===== src/rtl/decode_rep_sequencer.sv =====
// Repeat-string sequencer for decode stage 1: issues one REP/REPE/REPNE string
// instruction downstream once per iteration and writes back the decremented count.
module decode_rep_sequencer #(
    parameter int CNTW      = 32,
    parameter int OPW       = 16,
    parameter bit ALLOW_INT = 1'b1
) (
    input  logic            clk,
    input  logic            reset,
    input  logic            flush,
    input  logic            in_valid,
    output logic            in_ready,
    input  logic [1:0]      in_rep,
    input  logic            in_cmp,
    input  logic            in_asize16,
    input  logic [OPW-1:0]  in_opcode,
    input  logic [CNTW-1:0] in_count,
    output logic            out_valid,
    input  logic            out_ready,
    output logic [OPW-1:0]  out_opcode,
    output logic            out_last,
    output logic [CNTW-1:0] out_iter,
    input  logic            zf_valid,
    input  logic            zf,
    output logic            cnt_wb_valid,
    output logic [CNTW-1:0] cnt_wb_data,
    input  logic            pending_int,
    output logic            hold_int,
    output logic            int_yield,
    output logic            skip,
    output logic            busy
);

    typedef enum logic [1:0] {IDLE, ISSUE, WAIT_FLAG} state_t;
    typedef enum logic [1:0] {MODE_NONE, MODE_REPE, MODE_REPNE} mode_t;

    localparam logic [CNTW-1:0] LOW_MASK = CNTW'(16'hFFFF);

    state_t          state, next_state;
    mode_t           mode, in_mode;
    logic            cmp, asize16;
    logic [CNTW-1:0] remaining, hi_keep, eff_count, dec, wb_value;
    logic            accept, fire, yield_cond, terminate;

    always_comb begin
        case (in_rep)
            2'b01:   in_mode = MODE_REPE;
            2'b10:   in_mode = MODE_REPNE;
            default: in_mode = MODE_NONE;
        endcase
    end

    assign eff_count  = in_asize16 ? (in_count & LOW_MASK) : in_count;
    assign dec        = remaining - CNTW'(1);
    // Address-size-16 counting only touches the low half; the upper bits are architectural and pass through.
    assign wb_value   = asize16 ? ((hi_keep & ~LOW_MASK) | (dec & LOW_MASK)) : dec;
    assign yield_cond = ALLOW_INT && pending_int && (out_iter != '0);
    assign terminate  = ((mode == MODE_REPE) && !zf) || ((mode == MODE_REPNE) && zf);
    assign out_last   = (remaining == CNTW'(1));
    assign busy       = (state != IDLE);
    assign cnt_wb_data = cnt_wb_valid ? wb_value : '0;

    always_comb begin
        next_state   = state;
        in_ready     = 1'b0;
        out_valid    = 1'b0;
        cnt_wb_valid = 1'b0;
        hold_int     = 1'b0;
        int_yield    = 1'b0;
        accept       = 1'b0;
        fire         = 1'b0;
        if (!reset || flush) begin
            next_state = IDLE;
        end else begin
            case (state)
                IDLE: begin
                    in_ready = 1'b1;
                    if (in_valid) begin
                        accept = 1'b1;
                        if (in_mode != MODE_NONE && eff_count == '0)
                            next_state = IDLE;
                        else
                            next_state = ISSUE;
                    end
                end
                ISSUE: begin
                    if (yield_cond) begin
                        int_yield  = 1'b1;
                        next_state = IDLE;
                    end else begin
                        out_valid = 1'b1;
                        if (out_ready) begin
                            fire         = 1'b1;
                            cnt_wb_valid = (mode != MODE_NONE);
                            if (dec == '0)
                                next_state = IDLE;
                            else if (cmp && mode != MODE_NONE)
                                next_state = WAIT_FLAG;
                        end
                    end
                end
                WAIT_FLAG: begin
                    hold_int = ALLOW_INT && pending_int;
                    if (zf_valid)
                        next_state = terminate ? IDLE : ISSUE;
                end
                default: next_state = IDLE;
            endcase
        end
    end

    always_ff @(posedge clk) begin
        if (!reset) begin
            state      <= IDLE;
            mode       <= MODE_NONE;
            cmp        <= 1'b0;
            asize16    <= 1'b0;
            remaining  <= '0;
            hi_keep    <= '0;
            out_iter   <= '0;
            out_opcode <= '0;
            skip       <= 1'b0;
        end else begin
            state <= next_state;
            skip  <= accept && (in_mode != MODE_NONE) && (eff_count == '0);
            if (accept) begin
                out_opcode <= in_opcode;
                mode       <= in_mode;
                cmp        <= in_cmp;
                asize16    <= in_asize16;
                hi_keep    <= in_count & ~LOW_MASK;
                out_iter   <= '0;
                // A prefix-less instruction issues exactly once regardless of the count register.
                remaining  <= (in_mode == MODE_NONE) ? CNTW'(1) : eff_count;
            end
            if (fire) begin
                remaining <= dec;
                out_iter  <= out_iter + CNTW'(1);
            end
        end
    end

endmodule


===== config.mk =====
export PLATFORM = sky130hd
export DESIGN_NAME = decode_rep_sequencer
export DESIGN_NICKNAME = d
export VERILOG_FILES = /design/src/rtl/decode_rep_sequencer.sv
export SDC_FILE = /design/constraint.sdc
export NUM_CORES = 1
export LEC_CHECK = 0
export CAP_MARGIN = 30
export CORE_MARGIN = 2
export CORE_UTILIZATION = 42
export DETAILED_ROUTE_END_ITERATION = 8
export GPL_TIMING_DRIVEN = 0
export PLACE_DENSITY = 0.7
export SYNTH_ARGS = -nofsm -noshare
export SYNTH_HDL_FRONTEND = slang
export SYNTH_SLANG_ARGS = --single-unit

===== constraint.sdc =====
create_clock -name clk -period 6.4 [get_ports clk]
set_input_delay 0.64 -clock clk [delete_from_list [all_inputs] [get_ports clk]]
set_output_delay 0.64 -clock clk [all_outputs]
set_load 0.005 [all_outputs]

==> results of run 1 <==
worst reg2reg max path, stage by stage, from the launching register on:
cell	delay, ps
dfxtp_1	390
inv_1	130
ha_1	140
buf_2	190
or3b_2	550
or3_4	420
buf_6	160
o31ai_2	260
o211ai_1	140
a2111oi_0	400
a41o_1	280
o21ai_1	70
final timing paths:
kind	start	endpoint	depth (start not counted)
worst max-delay path	reset	cnt_wb_data[8]	9
worst min-delay path	out_opcode[13]	out_opcode[13]	2
worst max register to register	remaining[0]	state[0]	11
worst min register to register	out_opcode[13]	out_opcode[13]	2
per-layer routing:
| metal | share of wire (%) | wire, microns |
|---|---|---|
| met3 | 7.9 | 1630 |
| met2 | 46 | 9400 |
| met5 | 0 | 0 |
| met1 | 44 | 9040 |
| met4 | 2.7 | 554 |
kinds of logic (layout without fill, tap and decap cells):
| logic type | count (synthesis) | in the layout |
|---|---|---|
| buffers and inverters | 73 | 234 |
| XOR/XNOR | 33 | 33 |
| flip-flops | 103 | 103 |
| AND/OR/NAND/NOR | 368 | 368 |
| AO/OA/AOI/OAI | 201 | 201 |
| adder cells (fa/ha/maj) | 7 | 7 |
| multiplexers | 10 | 10 |
cell type report:
class / instances / area share [%]
clock buffers: 11 / 3.22
multi-input cells: 619 / 44.7
inverters: 19 / 0.910
repair buffers: 147 / 18.8
well taps: 180 / 2.87
clock inverters: 3 / 0.255
plain buffers: 54 / 2.92
flip-flops and latches: 103 / 26.3
layout by cell type, fill, tap and decap left out, types with 4 or more instances in the layout:
| cell | instances |
|---|---|
| nand3_1 | 20 |
| o211ai_1 | 13 |
| clkbuf_16 | 9 |
| clkbuf_1 | 44 |
| nor2_1 | 104 |
| or4_1 | 6 |
| ha_1 | 7 |
| a21oi_1 | 100 |
| clkdlybuf4s50_1 | 147 |
| xnor2_1 | 22 |
| a32oi_1 | 7 |
| o21ai_0 | 30 |
| or3_1 | 23 |
| buf_1 | 4 |
| inv_1 | 18 |
| o31ai_1 | 4 |
| or4_4 | 5 |
| o21a_1 | 4 |
| nand2_1 | 106 |
| nor4_1 | 24 |
| or2_2 | 4 |
| o21ai_1 | 4 |
| nor3_1 | 21 |
| xor2_1 | 11 |
| nand3b_1 | 8 |
| dfxtp_1 | 103 |
| nand4_1 | 13 |
| and2_1 | 5 |
| a221oi_1 | 6 |
| mux2i_1 | 9 |
| a22oi_1 | 9 |
| and3_1 | 11 |
flip-flops by register name (all words and copies together), names as in the netlist:
register and cells:
asize16 1, cmp 1, hi_keep 16, mode 2, out_iter 32, out_opcode 16, remaining 32, skip 1
state 2
where the power goes:
part           total, mW  internal (mW)  switching, mW
Combinational      0.373          0.155          0.218
Sequential         0.666          0.654         0.0121
Clock              0.532          0.280          0.252
Total               1.57           1.09          0.482
==> flow_metrics.tcl, run 1 <==
set metrics [dict create \
    outcome "finished, final reports clean" \
    synthMuxAreaShare_pct 1.73 \
    cp.arrival_ps 3980 \
    powerDensity_nw_per_um2 200 \
    clkLatencyLatePin_ps 360 \
    critical_path_required_ps 5760 \
    rsz0062_at_grt "no" \
    synth.area.top_cells "dfxtp_1 35%, a21oi_1 8.5%, nand2_1 6.8%" \
    vias 6619 \
    viasPerCell 5.83 \
    synth_cell_types 59 \
    busiest_layer "met2" \
    cts-hold-fix-buffers 0 \
    synth_flop_cell "dfxtp_1" \
    yosysMostFrequentCell "nand2_1" \
    track_usage_pct 27.5 \
    grt_util_met3_pct 4.21 \
    synth_top_area_cell "dfxtp_1" \
    grt_overflow 0 \
    yosys.area_share.simple_pct 30.9 \
    grt_max_degree 16 \
    cts_buffers 9 \
    ios 148 \
    cts.sinks 103 \
    clockRootBuffer "clkbuf_16" \
    synth-seq-cells 103 \
    cp_cell_sequence "clkdlybuf4s50_1, clkinv_1, nor4b_1, and3_1, clkbuf_1, o21ai_1, clkbuf_1, a21oi_1, clkdlybuf4s50_1" \
    synth_top_family_by_area "simple AND/OR/NAND/NOR gates" \
    drtIter0Drc 662 \
    synth_top_area_share_pct 35.1 \
    antenna_cells 0 \
    gr-usage-met1_pct 37.6 \
    setup_ws_ps 1780 \
    synth_fa_ha_area_share_pct 1.49 \
    setup-violations-final 0 \
    postSynthCellCount 795 \
    synthTopCellsByCount "106 x nand2_1, 104 x nor2_1, 103 x dfxtp_1" \
    synth_compound_area_share_pct 20.7 \
    hp-class "flip-flop to flip-flop" \
    period_minus_slack_ps 4620 \
    p_leak_nw 2.70 \
    path_max_fanout 10 \
    clockBufferDepth 2 \
    drive_gt1_share_pct 3.97 \
    dieArea_sq_um 14900 \
    rows 43 \
    max_stage_delay_ps 530 \
    cts_tree "built" \
    setup_tns_ps 0 \
    gp_congestion 0.975 \
    fin_util_pct 56.9 \
    area_delta_synth_final_pct 33.6 \
    die_w_microns 122 \
    path_buf_inv 5 \
    worst_path_max_delay_cell "nor4b_1" \
    max-slew-margin-rel_pct 40.8 \
    irDropWorstVdd_v 0.000108 \
    maxCapViolations 0 \
    start_kind "input pin" \
    period_share_pct 72.2 \
    antenna_found_initial 0 \
    avgSynthCellArea_sq_um 7.38 \
    htree_levels 3 \
    clock.fmax_mhz 217 \
    synth-async-reset-ratio_pct 0 \
    route.detailed.drc 0 \
    finalInstanceArea_sq_um 7840 \
    clk_pin_slew_ps 60 \
    grt_pass1_vias 5804 \
    final_cell_count_no_fill 1136 \
    synth_seq_area_share_pct 35.1 \
    reg2reg_slack_ps 3160 \
    wire_per_inst_microns 18.2 \
    synthXorXnorAreaFrac_pct 4.93 \
    cts_resized 0 \
    start_util_pct 42.6 \
    holdWs_ps 454 \
    die_h_microns 122 \
    port_buffers 147 \
    crit_path_end_kind "output pin" \
    synth-edff-count 0 \
    worst_pin_slew_ps 882 \
    dpl_cell_area_sq_um 7560 \
    fin_skew_ps 10.5 \
    maxSlewViolCount 0 \
    finalHoldViolCount 0 \
    ys_warn_count 0 \
    finalPower_mw 1.57 \
    critical_path.top_delay_family "buffers and inverters" \
    syn-num-nets 862 \
    dr.pass1.iters 5 \
    routed_wl_microns 20600 \
    fin_nets 1020 \
    netlist_area_sq_um 5870 \
    grt_pass1_wl_microns 31500 \
    cts_setup_buffers 0 \
    ant_nets 0 \
    dp_slack_ps 1800 \
    crit_type "input pin to output pin" \
    seqCellArea_sq_um 2060 \
    multiInputGateArea_sq_um 3510 \
    use_met2_pct 42.9 \
    core-area_sq_um 13800 \
    fillCellCount 1393 \
    dp_cells 1122 \
    hpwlAfterDp_microns 15200 \
]
No activity file was read; power rests on OpenSTA's default activity.
==> run 2, diff against run 1 <==
--- a/config.mk
+++ b/config.mk
@@ -10,7 +10,7 @@
 export CORE_UTILIZATION = 42
 export DETAILED_ROUTE_END_ITERATION = 8
 export GPL_TIMING_DRIVEN = 0
-export PLACE_DENSITY = 0.7
+export PLACE_DENSITY = 0.73
 export SYNTH_ARGS = -nofsm -noshare
 export SYNTH_HDL_FRONTEND = slang
 export SYNTH_SLANG_ARGS = --single-unit
==> constraint.sdc (replaced) <==
create_clock -name clk -period 3.8 [get_ports clk]
set_input_delay 0.38 -clock clk [delete_from_list [all_inputs] [get_ports clk]]
set_output_delay 0.38 -clock clk [all_outputs]
set_load 0.005 [all_outputs]
==> flow_metrics.tcl, run 2 (same netlist as run 1, synthesis figures left out) <==
set metrics [dict create \
    mostFrequentLayoutCells "146 x clkdlybuf4s50_1, 106 x nand2_1, 103 x nor2_1, 102 x dfxtp_1, 98 x a21oi_1" \
    track_usage_pct 27.8 \
    dr.pass1.iters 5 \
    setup-violations-final 0 \
    clockRootBuffer "clkbuf_16" \
    fin_nets 1024 \
    hpwlAfterDp_microns 15200 \
    worst_pin_slew_ps 950 \
    comb_power_share_pct 24.9 \
    final_cell_count_no_fill 1142 \
    routed_wl_microns 20900 \
    ant_nets 0 \
    grt_overflow 0 \
    period_share_pct 97.7 \
    route.detailed.drc 0 \
    finalHoldViolCount 0 \
    htree_levels 3 \
    met3_wirelength_microns 1930 \
    clk_pin_slew_ps 70 \
    die_h_microns 122 \
    core-area_sq_um 13800 \
    vias 6640 \
    cts_tree "built" \
    seq_power_share_pct 40.0 \
    powerDensity_nw_per_um2 349 \
    wl_met1_microns 8870 \
    setup_tns_ps 0 \
    grt_pass1_vias 6040 \
    top_layer_used "met4" \
    ios 148 \
    clockBufferDepth 2 \
    cts_buffers 9 \
    cts.sinks 103 \
    max-slew-margin-rel_pct 36.2 \
    start_kind "flip-flop" \
    viasPerCell 5.81 \
    cts-hold-fix-buffers 0 \
    reg.largest.list "out_iter: 32 flops, remaining: 32 flops" \
    p_leak_nw 2.82 \
    rows 43 \
    period_minus_slack_ps 3710 \
    p_int_mw 1.96 \
    grt_pass1_wl_microns 32200 \
    fin_skew_ps 5.47 \
    clkLatencyLatePin_ps 360 \
    wl_met2_microns 9500 \
    dieArea_sq_um 14900 \
    cp.arrival_ps 3330 \
    p_switching_uw 848 \
    port_buffers 147 \
    clock.fmax_mhz 269 \
    crit_type "flip-flop to output pin" \
    crit_path_end_kind "output pin" \
    hp-class "flip-flop to flip-flop" \
    switching_share_pct 30.2 \
    maxSlewViolCount 0 \
    irDropWorstVdd_v 0.000267 \
    drtIter0Drc 654 \
    rsz0062_at_grt "yes" \
    path_max_fanout 10 \
    clkPwrFrac_pct 35.1 \
    die_w_microns 122 \
    start_util_pct 42.6 \
    final_common_cell "clkdlybuf4s50_1" \
    antenna_cells 0 \
    dpl_cell_area_sq_um 7560 \
    grt_max_degree 17 \
    gp_congestion 1.05 \
    antenna_found_initial 0 \
    finalPower_mw 2.81 \
    maxCapViolations 0 \
    wire_per_inst_microns 18.3 \
    critical_path_required_ps 3420 \
    finalInstanceArea_sq_um 8050 \
    outcome "finished, final reports clean" \
    drive_gt1_share_pct 7.28 \
    fin_util_pct 58.5 \
    dp_cells 1122 \
    area_delta_synth_final_pct 37.2 \
]
## run 2: worst paths after layout
kind             startpoint         endpoint  slack (ps)  cells after the start
max            remaining[0]  cnt_wb_data[26]          90                     12
min          out_opcode[14]   out_opcode[14]         450                      2
min reg2reg  out_opcode[14]   out_opcode[14]         450                      2
max reg2reg    remaining[0]         state[0]         700                     11
## run 2: worst max-delay path, cell delays in order (launching register included)
cell,delay (ps)
dfxtp_4,380
inv_1,110
ha_1,150
clkbuf_4,180
or3b_4,420
or3_4,410
buf_6,180
nor4_4,170
xnor2_1,140
nor2_1,170
a21oi_2,40
nor2_1,100
clkdlybuf4s50_1,520
## run 2: per-stage QoR
| stage | worst slack [ps] | hold WS, ps |
|---|---|---|
| 5_1_grt | -28.4 | 470 |
| 4_1_cts | 1.99 | 456 |
| 6_report | 85.9 | 452 |
| 3_5_place_dp | -357 | 445 |
| 2_1_floorplan | 963 | 436 |
| 3_3_place_gp | -297 | 442 |
## run 2: power groups by stage
stage / Clock [mW] / Sequential, mW / Combinational [mW]
after global routing: 1.04 / 1.13 / 0.752
after floorplan: 0 / 1.14 / 0.399
final: 0.984 / 1.12 / 0.700
after global placement: 0 / 1.14 / 0.615
after CTS: 0.991 / 1.12 / 0.637
after detailed placement: 0 / 1.15 / 0.614
## run 2: cell type report
cell class,instances,area [sq um]
buffer,53,233
timing repair buffer,152,1510
inverter,19,71.3
clock inverter,4,52.6
clock buffer,12,256
fill,1369,5720
multi-input combinational,619,3640
sequential,103,2070
tap,180,225
## run 2: repair_timing
item                                    in CTS  in global routing
pin swaps                                    2                  5
setup buffers                                2                  3
endpoints found under the setup margin      33                 31
hold endpoints to repair                     0                  0
resized for setup                           10                 28
## run 2: metal layers
layer	track usage [%]	vias up
li1	-	3174
met1	37.4	3084
met2	43.9	337
met3	6.93	45
met4	8.48	0
met5	0	-
